$ cat config.mk
export PLATFORM = sky130hd
export DESIGN_NAME = fpu_normalize_round
export DESIGN_NICKNAME = d
export VERILOG_FILES = /design/src/rtl/fpu_pkg.sv /design/src/rtl/fpu_lzc55.sv /design/src/rtl/fpu_normalize_round.sv
export SDC_FILE = /design/constraint.sdc
export NUM_CORES = 1
export LEC_CHECK = 0
export ABC_AREA = 1
export CAP_MARGIN = 20
export CORE_MARGIN = 4
export CORE_UTILIZATION = 40
export CTS_BUF_LIST = sky130_fd_sc_hd__clkbuf_2 sky130_fd_sc_hd__clkbuf_4 sky130_fd_sc_hd__clkbuf_8
export DETAILED_ROUTE_END_ITERATION = 10
export DONT_BUFFER_PORTS = 1
export GPL_ROUTABILITY_DRIVEN = 0
export SYNTH_ARGS = -nofsm -noshare
export SYNTH_HDL_FRONTEND = slang
export SYNTH_SLANG_ARGS = --single-unit
export TNS_END_PERCENT = 5
$ cat constraint.sdc
create_clock -name clk -period 8.1 [get_ports clk]
set_input_delay 1.62 -clock clk [delete_from_list [all_inputs] [get_ports clk]]
set_output_delay 1.62 -clock clk [all_outputs]
set_load 0.03 [all_outputs]
$ cat src/rtl/fpu_pkg.sv
// Shared constants and stage records for the single-precision add back end.
package fpu_pkg;

    localparam int EXP_BIAS   = 127;
    localparam int EXP_MAX    = 255;

    // Bit positions inside the 56-bit unnormalized sum.
    localparam int CARRY_BIT  = 55;
    localparam int HIDDEN_BIT = 54;
    localparam int GUARD_BIT  = 30;
    localparam int ROUND_BIT  = 29;

    localparam logic [31:0] FP_INF  = 32'h7F80_0000;
    localparam logic [31:0] FP_QNAN = 32'h7FC0_0000;

    // Stage 1: raw adder result as captured.
    typedef struct packed {
        logic        sign;
        logic [55:0] sum;
        logic [7:0]  exp;
    } cap_t;

    // Stage 2: normalized magnitude aligned so bit 54 is the hidden bit,
    // plus the two special-case markers that bypass rounding.
    typedef struct packed {
        logic               sign;
        logic [54:0]        mant;
        logic signed [9:0]  exp;
        logic               zero;
        logic               inf;
    } norm_t;

endpackage

$ cat src/rtl/fpu_lzc55.sv
// Combinational leading-zero counter over 55 bits; all-zero input gives 55.
module fpu_lzc55 (
    input  logic [54:0] din,
    output logic [5:0]  count
);

    // Scan upward so the most significant set bit is the last one to win.
    always_comb begin
        count = 6'd55;
        for (int i = 0; i < 55; i++) begin
            if (din[i]) count = 6'(54 - i);
        end
    end

endmodule

$ cat src/rtl/fpu_normalize_round.sv
// Normalize / round-to-nearest-even / pack stage of the binary32 add path.
// Three registered stages: capture, normalize, round+pack.
module fpu_normalize_round
    import fpu_pkg::*;
#(
    parameter int MANT_W = 23,
    parameter int EXP_W  = 8,
    parameter int SUM_W  = 56
) (
    input  logic              clk,
    input  logic              rst,
    input  logic              enable,
    input  logic              sign,
    input  logic [SUM_W-1:0]  sum_2,
    input  logic [EXP_W-1:0]  exponent_2,
    output logic [31:0]       out,
    output logic              out_valid,
    output logic              overflow,
    output logic              underflow,
    output logic              inexact
);

    logic        v1_q, v1_d, v2_q, v2_d;
    cap_t        s1_q, s1_d;
    norm_t       s2_q, s2_d;
    logic [31:0] out_q, out_d;
    logic        out_valid_q, out_valid_d;
    logic        ovf_q, ovf_d, unf_q, unf_d, inx_q, inx_d;

    // Stage 1: capture the adder result while enable is high.
    always_comb begin
        v1_d = enable;
        s1_d = s1_q;
        if (enable) begin
            s1_d.sign = sign;
            s1_d.sum  = sum_2;
            s1_d.exp  = exponent_2;
        end
    end

    logic [5:0]        lzc;
    logic signed [9:0] e_in, e_lim, lzc_s, shamt;

    fpu_lzc55 u_lzc (
        .din   (s1_q.sum[HIDDEN_BIT:0]),
        .count (lzc)
    );

    // Stage 2: normalize. The left shift is clamped so the exponent never
    // drops below 1; whatever shift remains unused leaves a denormal.
    always_comb begin
        v2_d  = v1_q;
        s2_d  = s2_q;
        e_in  = (s1_q.exp == '0) ? 10'sd1 : $signed({2'b00, s1_q.exp});
        e_lim = e_in - 10'sd1;
        lzc_s = $signed({4'b0000, lzc});
        shamt = (lzc_s > e_lim) ? e_lim : lzc_s;
        if (v1_q) begin
            s2_d.sign = s1_q.sign;
            // Infinity input takes priority over a zero magnitude.
            s2_d.inf  = (s1_q.exp == 8'(EXP_MAX));
            s2_d.zero = (s1_q.sum == '0);
            if (s1_q.sum[CARRY_BIT]) begin
                // Bit shifted off the bottom folds into sticky.
                s2_d.mant = {s1_q.sum[55:2], s1_q.sum[1] | s1_q.sum[0]};
                s2_d.exp  = e_in + 10'sd1;
            end else begin
                s2_d.mant = s1_q.sum[HIDDEN_BIT:0] << shamt[5:0];
                s2_d.exp  = e_in - shamt;
            end
        end
    end

    logic                lsb, g, r, s, rup, hid, inx;
    logic [24:0]         mant_r;
    logic signed [9:0]   e_r;
    logic [MANT_W-1:0]   frac;
    logic [7:0]          field;

    // Stage 3: RNE rounding, overflow detection and final packing.
    // Outputs only move when a valid result arrives.
    always_comb begin
        out_d       = out_q;
        ovf_d       = ovf_q;
        unf_d       = unf_q;
        inx_d       = inx_q;
        out_valid_d = v2_q;
        lsb    = s2_q.mant[GUARD_BIT+1];
        g      = s2_q.mant[GUARD_BIT];
        r      = s2_q.mant[ROUND_BIT];
        s      = |s2_q.mant[ROUND_BIT-1:0];
        rup    = g & (r | s | lsb);
        inx    = g | r | s;
        mant_r = {1'b0, s2_q.mant[HIDDEN_BIT:GUARD_BIT+1]} + 25'(rup);
        if (mant_r[24]) begin
            e_r  = s2_q.exp + 10'sd1;
            frac = '0;
            hid  = 1'b1;
        end else begin
            e_r  = s2_q.exp;
            frac = mant_r[MANT_W-1:0];
            hid  = mant_r[23];
        end
        // Denormals sit at exponent 1; hidden bit clear means field 0, and a
        // denormal that rounds into the hidden bit naturally gets field 1.
        field  = hid ? e_r[7:0] : 8'h00;
        if (v2_q) begin
            if (s2_q.inf) begin
                out_d = {s2_q.sign, FP_INF[30:0]};
                ovf_d = 1'b0;
                unf_d = 1'b0;
                inx_d = 1'b0;
            end else if (s2_q.zero) begin
                out_d = 32'h0000_0000;
                ovf_d = 1'b0;
                unf_d = 1'b0;
                inx_d = 1'b0;
            end else if (e_r >= 10'sd255) begin
                out_d = {s2_q.sign, FP_INF[30:0]};
                ovf_d = 1'b1;
                unf_d = 1'b0;
                inx_d = 1'b1;
            end else begin
                out_d = {s2_q.sign, field, frac};
                ovf_d = 1'b0;
                unf_d = (field == 8'h00) & inx;
                inx_d = inx;
            end
        end
    end

    // All pipeline state, cleared asynchronously so in-flight work is dropped.
    always_ff @(posedge clk or negedge rst) begin
        if (!rst) begin
            v1_q        <= 1'b0;
            v2_q        <= 1'b0;
            s1_q        <= '0;
            s2_q        <= '0;
            out_q       <= '0;
            out_valid_q <= 1'b0;
            ovf_q       <= 1'b0;
            unf_q       <= 1'b0;
            inx_q       <= 1'b0;
        end else begin
            v1_q        <= v1_d;
            v2_q        <= v2_d;
            s1_q        <= s1_d;
            s2_q        <= s2_d;
            out_q       <= out_d;
            out_valid_q <= out_valid_d;
            ovf_q       <= ovf_d;
            unf_q       <= unf_d;
            inx_q       <= inx_d;
        end
    end

    assign out       = out_q;
    assign out_valid = out_valid_q;
    assign overflow  = ovf_q;
    assign underflow = unf_q;
    assign inexact   = inx_q;

endmodule

# After elaboration in Yosys (flattened, before gate mapping)
# Index checks and enable logic that the tools add are counted.
[totals] mem_bits_ro=0 mem_count=0 out_inout_bits=36 latchBits=0 input_bits=68 ram_bits=0 reg_bits=171 wordCells=109
[classes] add_sub_neg=5 muxes=74 n_shift=1 n_div=0 multipliers=0 eq_ne=1 bitwise_logic=7 reduce_logical=4 n_lt_le_gt_ge=2
[op_table] cell="2-to-1 mux 6 bit" n=32
[op_table] cell="2-to-1 mux 5 bit" n=16
[op_table] cell="2-to-1 mux 65 bit" n=1
[op_table] cell="2-to-1 mux 32 bit" n=2
[op_table] cell="logical NOT 56 bit" n=1
[op_table] cell="<< shifter 55 x 6 -> 55 bit" n=1
[op_table] cell="2-to-1 mux 31 bit" n=1
[op_table] cell="OR reduction 29 bit" n=1
[op_table] cell="adder 24 x 1 -> 25 bit" n=1
[op_table] cell="2-to-1 mux 23 bit" n=1
[op_table] cell="2-to-1 mux 10 bit" n=2
[op_table] cell="logical NOT 8 bit" n=2
[op_table] cell="2-to-1 mux 8 bit" n=2
[op_table] cell="2-to-1 mux 3 bit" n=4
[op_table] cell="2-to-1 mux 1 bit" n=11
[op_table] cell="adder 10 x 2 -> 10 bit (second input constant)" n=1
[op_table] cell="greater-or-equal comparator 10 x 9 -> 1 bit (second input constant)" n=1
[op_table] cell="subtractor 9 x 10 -> 10 bit" n=1
[op_table] cell="adder 8 x 1 -> 9 bit (second input constant)" n=1
[op_table] cell="> comparator 7 x 9 -> 1 bit" n=1
[op_table] cell="subtractor 8 x 1 -> 9 bit (second input constant)" n=1
[op_table] cell="equality test 8 bit (second input constant)" n=1
[op_table] cell="bitwise OR 1 bit" n=5
[op_table] cell="2-to-1 mux 2 bit" n=2
[op_table] cell="bitwise AND 1 bit" n=2

# Depth between registers and ports, before layout
# Gate-level depths: netlist of run 1.
[logic_depth] word_depth=59 depth_mapped=80 mapped_depth_nobuf=78

# Modules after synthesis
# From an unflattened synthesis of run 1, not the netlist that was laid out.
[hier_totals] cells_unflattened=2000 hier_area_um2=12797.3
[modules_own_cells] mod="fpu_normalize_round" n_inst=1 seq_area_each_um2=4279.1 cells_each=1809 area_per_inst_um2=11979.0
[modules_own_cells] mod="fpu_lzc55" n_inst=1 seq_area_each_um2=0.0 cells_each=191 area_per_inst_um2=818.3

# Least setup slack after synthesis of run 1
# OpenSTA, ideal clock, no wires.
[synth_timing] path_kind="register to register" from="reg s1_q[10] in the netlist's numbering" to="reg s2_q[9] in the netlist's numbering" stages_incl_launch_ff=80 t_required_ps=7964 arrival_time_ps=6406 path_slack_ps=1557 path_cell_list="dfrtp_1 > inv_2 > nand2_1 > nand2_1 > nand2_1 > nand2_1 > nand2_1 > nand2_1 > nand2_1 > nand2_1 > nand2_1 > nand2_1 > nand2_1 > nand2_1 > nand2_1 > nand2_1 > nand2_1 > nand2_1 > [... 44 more ...] > o21ai_1 > inv_1 > clkbuf_1 > clkbuf_1 > ha_1 > inv_1 > nor2_1 > nor2_1 > nor2_1 > nor2_1 > o21ai_0 > inv_1 > o21ai_0 > a21oi_1 > nor2_1 > nor2_1 > nand2_1 > a31oi_1"
[synth_via] elab_chain_len=57
[synth_rtl] item="from (decl)" line_no="fpu_normalize_round.sv:24" rtl="cap_t s1_q, s1_d;"
[synth_rtl] item="from (signal assigned)" line_no="fpu_normalize_round.sv:137" rtl="s1_q <= '0;"
[synth_rtl] item="from (signal assigned)" line_no="fpu_normalize_round.sv:147" rtl="s1_q <= s1_d;"
[synth_rtl] item="2-to-1 mux 2 bit (*)" line_no="fpu_lzc55.sv:11" rtl="if (din[i]) count = 6'(54 - i);"
[synth_rtl] item="2-to-1 mux 3 bit (*) (4 in a row)" line_no="fpu_lzc55.sv:11"
[synth_rtl] item="2-to-1 mux 5 bit (*) (16 in a row)" line_no="fpu_lzc55.sv:11"
[synth_rtl] item="2-to-1 mux 6 bit (*) (32 in a row)" line_no="fpu_lzc55.sv:11"
[synth_rtl] item="> comparator 7 x 9 -> 1 bit" line_no="fpu_normalize_round.sv:57" rtl="shamt = (lzc_s > e_lim) ? e_lim : lzc_s;"
[synth_rtl] item="2-to-1 mux 10 bit (*)" line_no="fpu_normalize_round.sv:57"
[synth_rtl] item="subtractor 9 x 10 -> 10 bit (*)" line_no="fpu_normalize_round.sv:69" rtl="s2_d.exp = e_in - shamt;"
[synth_rtl] item="2-to-1 mux 65 bit (*)" line_no="fpu_normalize_round.sv:63" rtl="if (s1_q.sum[CARRY_BIT]) begin"
[synth_rtl] item="to (signal assigned)" line_no="fpu_normalize_round.sv:138" rtl="s2_q <= '0;"
[synth_rtl] item="to (signal assigned)" line_no="fpu_normalize_round.sv:148" rtl="s2_q <= s2_d;"
[synth_rtl] item="to (decl)" line_no="fpu_normalize_round.sv:25" rtl="norm_t s2_q, s2_d;"
# Every way passes the cells marked *; elsewhere a longest branch is shown, timed or not.
# A chain may end at the register's enable or synchronous reset.

# Worst setup path after layout of run 1
# Same ends and word-level chain as after synthesis.

==> flow_metrics.py, run 1 <==
metrics = {
    "placement": {
        "place_area_mm2": 0.0125,
        "dp_cells": 2210,
        "dp.final_hpwl_mm": 30.7,
        "io_buffers": 0,
    },
    "synth": {
        "ys_ff_latch": 171,
        "synth_edf_count": 0,
        "async_reset_ff_frac": 1.00,
        "synthDistinctLibCells": 43,
        "synthCells": 1916,
        "synth_flop_cell": "dfrtp_1",
        "syn_nets": 2000,
        "yosys_warnings": 0,
        "syn-mean-instance-area_um2": 6.40,
        "seq_area_frac_synth": 0.349,
        "netlist_area_mm2": 0.0123,
    },
    "detailed_routing": {
        "ant_nets": 0,
        "drc": 0,
        "wl_per_cell_um": 18.8,
        "via_count": 12980,
        "viasPerCell": 5.79,
        "routed_wl_mm": 42.2,
        "dr.first_iter.drc_count": 1913,
        "drt_first_pass_iters": 7,
    },
    "clock_network": {
        "cts.sink_count": 171,
        "clock_latency_ns": 0.51,
        "cts_setup_buffers": 0,
        "htreeDepth": 4,
        "clock-root-buffer": "clkbuf_8",
        "clock_path_buffers": 2,
        "cts_buffers": 17,
        "clk_pin_slew_ns": 0.10,
        "tritoncts": "built",
    },
    "sta": {
        "drv_slew": 0,
        "fin_crit_sh": 0.871,
        "clock_skew_ns": 0.0203,
        "final.setup.tns_ns": 0,
        "finalHoldViolCount": 0,
        "relSlewSlack": 0.330,
        "fmax_ghz": 0.142,
        "worst_pin_slew_ns": 1.00,
        "rsz0062_at_grt": "false",
        "min_period_ns": 7.06,
        "setup_viol_count_final": 0,
    },
    "final_layout": {
        "final_cell_mix": "nand2_1 (541), nand3_1 (408), dfrtp_1 (170)",
        "final_area_mm2": 0.0129,
        "area_growth_pct": 4.94,
        "multiInputGateArea_mm2": 0.00699,
        "drive_above_1_share": 0.0384,
        "diodes": 0,
        "final_common_cell": "nand2_1",
        "fillers": 3273,
        "instances_no_fill": 2241,
        "nets": 1923,
        "regArea_mm2": 0.00428,
    },
    "floorplan": {
        "die_w_um": 183,
        "start_util": 0.410,
        "core.rowCount": 63,
        "io_pins": 104,
        "dieArea_mm2": 0.0335,
        "coreArea_mm2": 0.0300,
        "die_h_um": 183,
    },
    "critical_path": {
        "critical_path_class": "reg -> reg",
        "cp.arrival_ns": 7.42,
        "worstSetupEndpointType": "flip-flop",
        "critical_path_buf_inv_count": 4,
        "crit_top_cell": "nand2_1",
        "critical_path.max_fanout": 26,
        "ff2ff_setup_slack_ns": 1.04,
        "crit_slowest_cell": "dfrtp_1",
        "cp.required_ns": 8.46,
        "crit_family": "simple AND/OR/NAND/NOR gates",
        "critPathMaxStageDelay_ns": 0.47,
        "startpoint_type": "flip-flop",
    },
    "grt": {
        "antenna_found_initial": 0,
        "grt_pass1_wl_mm": 67.2,
        "grt_overflow": 0,
        "grt_max_degree": 172,
        "grt_usage": 0.251,
        "grt_pass1_vias": 12102,
    },
    "power_and_ir_drop": {
        "peakVddDrop_mv": 0.140,
        "p_leak_nw": 6.13,
        "p_per_area_mw_per_mm2": 229,
    },
    "flow_run": {
        "maxCapViolCount": 0,
    },
    "worst_hold_path": {
        "hp-class": "reg -> reg",
    },
    "run_status": {
        "outcome": "finished, final reports clean",
    },
}
kinds of logic after synthesis:
| kind of cell | count (synthesis) | share of synthesized area |
|---|---|---|
| AO/OA/AOI/OAI | 282 | 0.123 |
| XOR/XNOR | 22 | 0.0157 |
| adder cells (fa/ha/maj) | 16 | 0.0169 |
| buffers and inverters | 269 | 0.0844 |
| flip-flops | 171 | 0.349 |
| multiplexers | 2 | 0.00184 |
| AND/OR/NAND/NOR | 1154 | 0.409 |
path summary, 6_finish.rpt:
kind                                   from        end  cells after the start
worst max-delay path               s1_q[10]    s2_q[9]                     77
worst min-delay path            out_valid_d  out_valid                      0
worst max register to register     s1_q[10]    s2_q[9]                     77
worst min register to register  out_valid_d  out_valid                      0
max in group asynchronous               rst    s1_q[4]                      0
min in group asynchronous               rst   s2_q[25]                      0
per-layer routing:
| metal | vias up | wire [um] | track usage |
|---|---|---|---|
| met4 | 0 | 1420 | 0.0879 |
| met2 | 680 | 16800 | 0.342 |
| met1 | 5967 | 19600 | 0.389 |
| li1 | 6242 | - | - |
| met5 | - | 0 | 0 |
| met3 | 91 | 4410 | 0.0530 |
area by class of cell:
class	instances	area share
Clock buffer	18	0.0192
Tap cell	390	0.0379
Timing Repair Buffer	17	0.00991
Sequential cell	171	0.332
Clock inverter	13	0.0121
Inverter	156	0.0458
Multi-Input combinational cell	1476	0.543
cells in the mapped netlist (2+ instances only):
| master | n | area [um2] |
|---|---|---|
| nor3_1 | 21 | 105 |
| o211ai_1 | 3 | 22.5 |
| clkbuf_1 | 87 | 327 |
| xor2_1 | 15 | 131 |
| nor4_1 | 16 | 100 |
| nand2_1 | 541 | 2030 |
| nand3_1 | 408 | 2040 |
| o21ai_0 | 129 | 646 |
| mux2_2 | 2 | 22.5 |
| a31oi_1 | 10 | 62.6 |
| inv_1 | 148 | 556 |
| ha_1 | 15 | 188 |
| a22oi_1 | 11 | 82.6 |
| o31ai_1 | 8 | 60.1 |
| nand3b_1 | 3 | 22.5 |
| buf_2 | 9 | 45.0 |
| nand4_1 | 21 | 131 |
| o22ai_1 | 8 | 50.1 |
| nor2_1 | 135 | 507 |
| o21ai_1 | 18 | 90.1 |
| buf_4 | 2 | 15.0 |
| dfrtp_1 | 171 | 4280 |
| or2_2 | 2 | 12.5 |
| a21oi_1 | 88 | 440 |
| inv_2 | 5 | 18.8 |
| buf_1 | 14 | 52.6 |
| o41ai_1 | 2 | 17.5 |
| xnor2_1 | 7 | 61.3 |
| clkinv_1 | 3 | 11.3 |
stage by stage:
step | worst slack [ns] | util | hold WS (ns) | total power, mW
detailed placement | 1.09 | 0.416 | 0.407 | 2.28
global route | 0.0714 | 0.430 | 0.467 | 3.15
global placement | 1.29 | 0.416 | 0.409 | 2.28
CTS | 1.02 | 0.430 | 0.438 | 2.94
finish | 1.04 | 0.430 | 0.427 | 2.95
floorplan | 1.56 | - | 0.352 | 1.98
state kept, by name, summed over array words and instances (netlist names):
signal       flops
r                1
s2_q            65
underflow        1
g                1
lsb              1
out_valid_d      1
s1_q            65
out             32
v1_q             1
inexact          1
out_valid        1
overflow         1
power breakdown:
group | total, mW | switching [mW] | internal, mW
logic | 1.08 | 0.743 | 0.333
registers | 1.23 | 0.231 | 0.996
clock network | 0.642 | 0.353 | 0.289
what timing repair did:
action                     in CTS  in global routing
setup endpoints to repair       0                  1
hold buffers                    0                  0
resized for setup               0                  1
Power figures use the tool's default switching activity.
==> run 2, diff against run 1 <==
--- a/config.mk
+++ b/config.mk
@@ -13,7 +13,9 @@
 export DETAILED_ROUTE_END_ITERATION = 10
 export DONT_BUFFER_PORTS = 1
 export GPL_ROUTABILITY_DRIVEN = 0
+export SKIP_LAST_GASP = 1
 export SYNTH_ARGS = -nofsm -noshare
 export SYNTH_HDL_FRONTEND = slang
+export SYNTH_HIERARCHICAL = 1
 export SYNTH_SLANG_ARGS = --single-unit
 export TNS_END_PERCENT = 5
==> constraint.sdc (replaced) <==
create_clock -name clk -period 6.4 [get_ports clk]
set_input_delay 1.28 -clock clk [delete_from_list [all_inputs] [get_ports clk]]
set_output_delay 1.28 -clock clk [all_outputs]
set_load 0.03 [all_outputs]
==> run 2 against run 1 <==
  * Register-to-register slack got worse by 0.61 ns
  * Sequential cell count unchanged
  * Clock skew about the same
  * Combinational power increased by 45%
  * Critical endpoint is now s2_q[17]
  * Maximum frequency increased by 18%
  * Clock power increased by 43%
  * Sequential power increased by 29%
  * Worst setup slack got worse by 0.61 ns
  * Synthesized cell count increased by 4.4%
  * Non-clock buffer count increased by 21
  * Synthesized area increased by 4.3%
  * Global-route usage increased by 0.91 points
==> flow_metrics.py, run 2 <==
metrics = {
    "sta": {
        "fin_ws_ns": 0.432,
        "relSlewSlack": 0.389,
        "holdWs_ns": 0.456,
        "finalHoldViolCount": 0,
        "min_period_ns": 5.97,
        "drv_slew": 0,
        "fmax_ghz": 0.168,
        "clock_skew_ns": 0.0205,
        "worst_pin_slew_ns": 0.911,
        "setup_viol_count_final": 0,
        "rsz0062_at_grt": "true",
        "fin_crit_sh": 0.933,
    },
    "clock_network": {
        "htreeDepth": 4,
        "clk_pin_slew_ns": 0.11,
        "clock-root-buffer": "clkbuf_8",
        "cts_hold_buf": 0,
        "clock_latency_ns": 0.51,
        "cts.sink_count": 171,
        "tritoncts": "built",
        "clock_path_buffers": 2,
        "cts_buffers": 17,
    },
    "floorplan": {
        "die_w_um": 187,
        "core.rowCount": 65,
        "io_pins": 104,
        "dieArea_mm2": 0.0349,
        "die_h_um": 187,
        "coreArea_mm2": 0.0316,
        "start_util": 0.406,
    },
    "detailed_routing": {
        "ant_nets": 0,
        "via_count": 13785,
        "drc": 0,
        "viasPerCell": 5.82,
        "wl_per_cell_um": 20.0,
        "routed_wl_mm": 47.4,
        "drt_first_pass_iters": 7,
        "dr.first_iter.drc_count": 1746,
    },
    "critical_path": {
        "cp.arrival_ns": 6.40,
        "crit_start": "s1_q[9]",
        "ff2ff_setup_slack_ns": 0.43,
        "cp.required_ns": 6.83,
        "crit-reg2reg-capture": "s2_q[17]",
        "crit_top_cell": "nand2_1",
        "critical_path_class": "reg -> reg",
        "rr_startpoint": "s1_q[9]",
        "rr_worst_depth": 71,
        "crit_slowest_cell": "dfrtp_2",
        "critical_path.max_fanout": 15,
        "critPathMaxStageDelay_ns": 0.41,
        "startpoint_type": "flip-flop",
        "worstSetupEndpointType": "flip-flop",
        "crit_end": "s2_q[17]",
    },
    "synth": {
        "syn_nets": 2083,
        "netlist_area_mm2": 0.0128,
        "netlist.area_leader.share": 0.334,
        "synth_largest_area_cell": "dfrtp_1",
        "yosys_warnings": 6,
        "syn-mean-instance-area_um2": 6.40,
        "async_reset_ff_frac": 1.00,
        "synthCells": 2000,
        "synthDistinctLibCells": 53,
        "ys_ff_latch": 171,
        "synthMostInstantiatedCell": "nand2_1",
        "synth_flop_cell": "dfrtp_1",
        "ys_top_cells_by_count": "nand2_1 (581), nand3_1 (401), inv_1 (184)",
        "seq_area_frac_synth": 0.334,
        "synth_edf_count": 0,
        "yosys-top-cells-area": "dfrtp_1 (33%), nand2_1 (17%), nand3_1 (16%)",
    },
    "placement": {
        "dp.final_hpwl_mm": 34.8,
        "place_ws_ns": 0.271,
        "io_buffers": 0,
    },
    "run_status": {
        "outcome": "finished, final reports clean",
    },
    "grt": {
        "grt_usage": 0.260,
        "grt_max_degree": 172,
        "antenna_found_initial": 1,
        "grt_pass1_wl_mm": 72.2,
        "grt_pass1_vias": 12637,
        "grt_overflow": 0,
    },
    "flow_run": {
        "maxCapViolCount": 0,
    },
    "power_and_ir_drop": {
        "peakVddDrop_mv": 0.177,
        "p_leak_nw": 6.75,
        "p_per_area_mw_per_mm2": 296,
        "finalPower_mw": 4.08,
    },
    "final_layout": {
        "final_cell_mix": "nand2_1 (580), nand3_1 (399), inv_1 (183)",
        "drive_above_1_share": 0.0687,
        "nets": 2036,
        "final_common_cell": "nand2_1",
        "diodes": 0,
        "area_growth_pct": 7.67,
        "utilization": 0.437,
    },
    "worst_hold_path": {
        "hp-class": "in -> async",
    },
}
## run 2: changes by cell type after synthesis, moves of 12 or more
cell,previous run,this run
nand4_1,21,33
inv_1,148,184
nand2_1,541,581
o21ai_0,129,108
buf_2,9,33
clkbuf_1,87,48
## run 2: power breakdown
| part | switching, mW | internal (mW) | leakage, nW |
|---|---|---|---|
| clock network | 0.474 | 0.441 | 0.229 |
| registers | 0.323 | 1.27 | 2.06 |
| logic | 1.06 | 0.514 | 4.46 |
## run 2: worst min path at each step
stage | start | end | cells past startpoint
floorplan | v1_q | out_valid_d | 0
global placement | out_valid_d | out_valid | 0
detailed placement | out_valid_d | out_valid | 0
CTS | rst | s2_q[5] | 0
global route | rst | underflow | 0
finish | rst | s2_q[67] | 0
## run 2: cell families after synthesis
logic type | after synthesis | share of synthesized area
compound gates | 267 | 0.113
mux | 1 | 0.000880
fa+ha+maj | 15 | 0.0153
xor+xnor | 28 | 0.0192
flops | 171 | 0.334
simple gates | 1208 | 0.413
buf+inv | 310 | 0.104
## run 2: cell type report
class | count | area (um2)
fill | 3363 | 17800
multi-input combinational | 1520 | 7300
sequential | 171 | 4280
inverter | 205 | 838
tap | 402 | 503
timing repair buffer | 38 | 395
clock buffer | 17 | 234
clock inverter | 15 | 228
## run 2: critical path, delay by kind of cell (launching register included)
kind | cells | cell delay, ns
fa+ha+maj | 1 | 0.30
flops | 1 | 0.41
simple gates | 63 | 4.02
compound gates | 3 | 0.61
buf+inv | 4 | 0.54
## run 2: per-stage QoR
stage	cell area, um2	std cells	TNS, ns
global placement	13100	2327	0
CTS	13600	2359	0
finish	13800	2368	0
global route	13800	2368	-0.282
detailed placement	13100	2327	0
floorplan	12800	2000	0
## run 2: timing repair
item,in CTS,in global routing
gates resized for setup,0,17
setup endpoints to repair,0,57
setup buffers,0,6
## run 2: layer usage
metal | global-route usage | wire, um | up-vias
li1 | - | - | 6513
met5 | 0 | 0 | -
met2 | 0.380 | 19900 | 798
met1 | 0.376 | 20300 | 6331
met4 | 0.0967 | 2060 | 0
met3 | 0.0605 | 5170 | 143
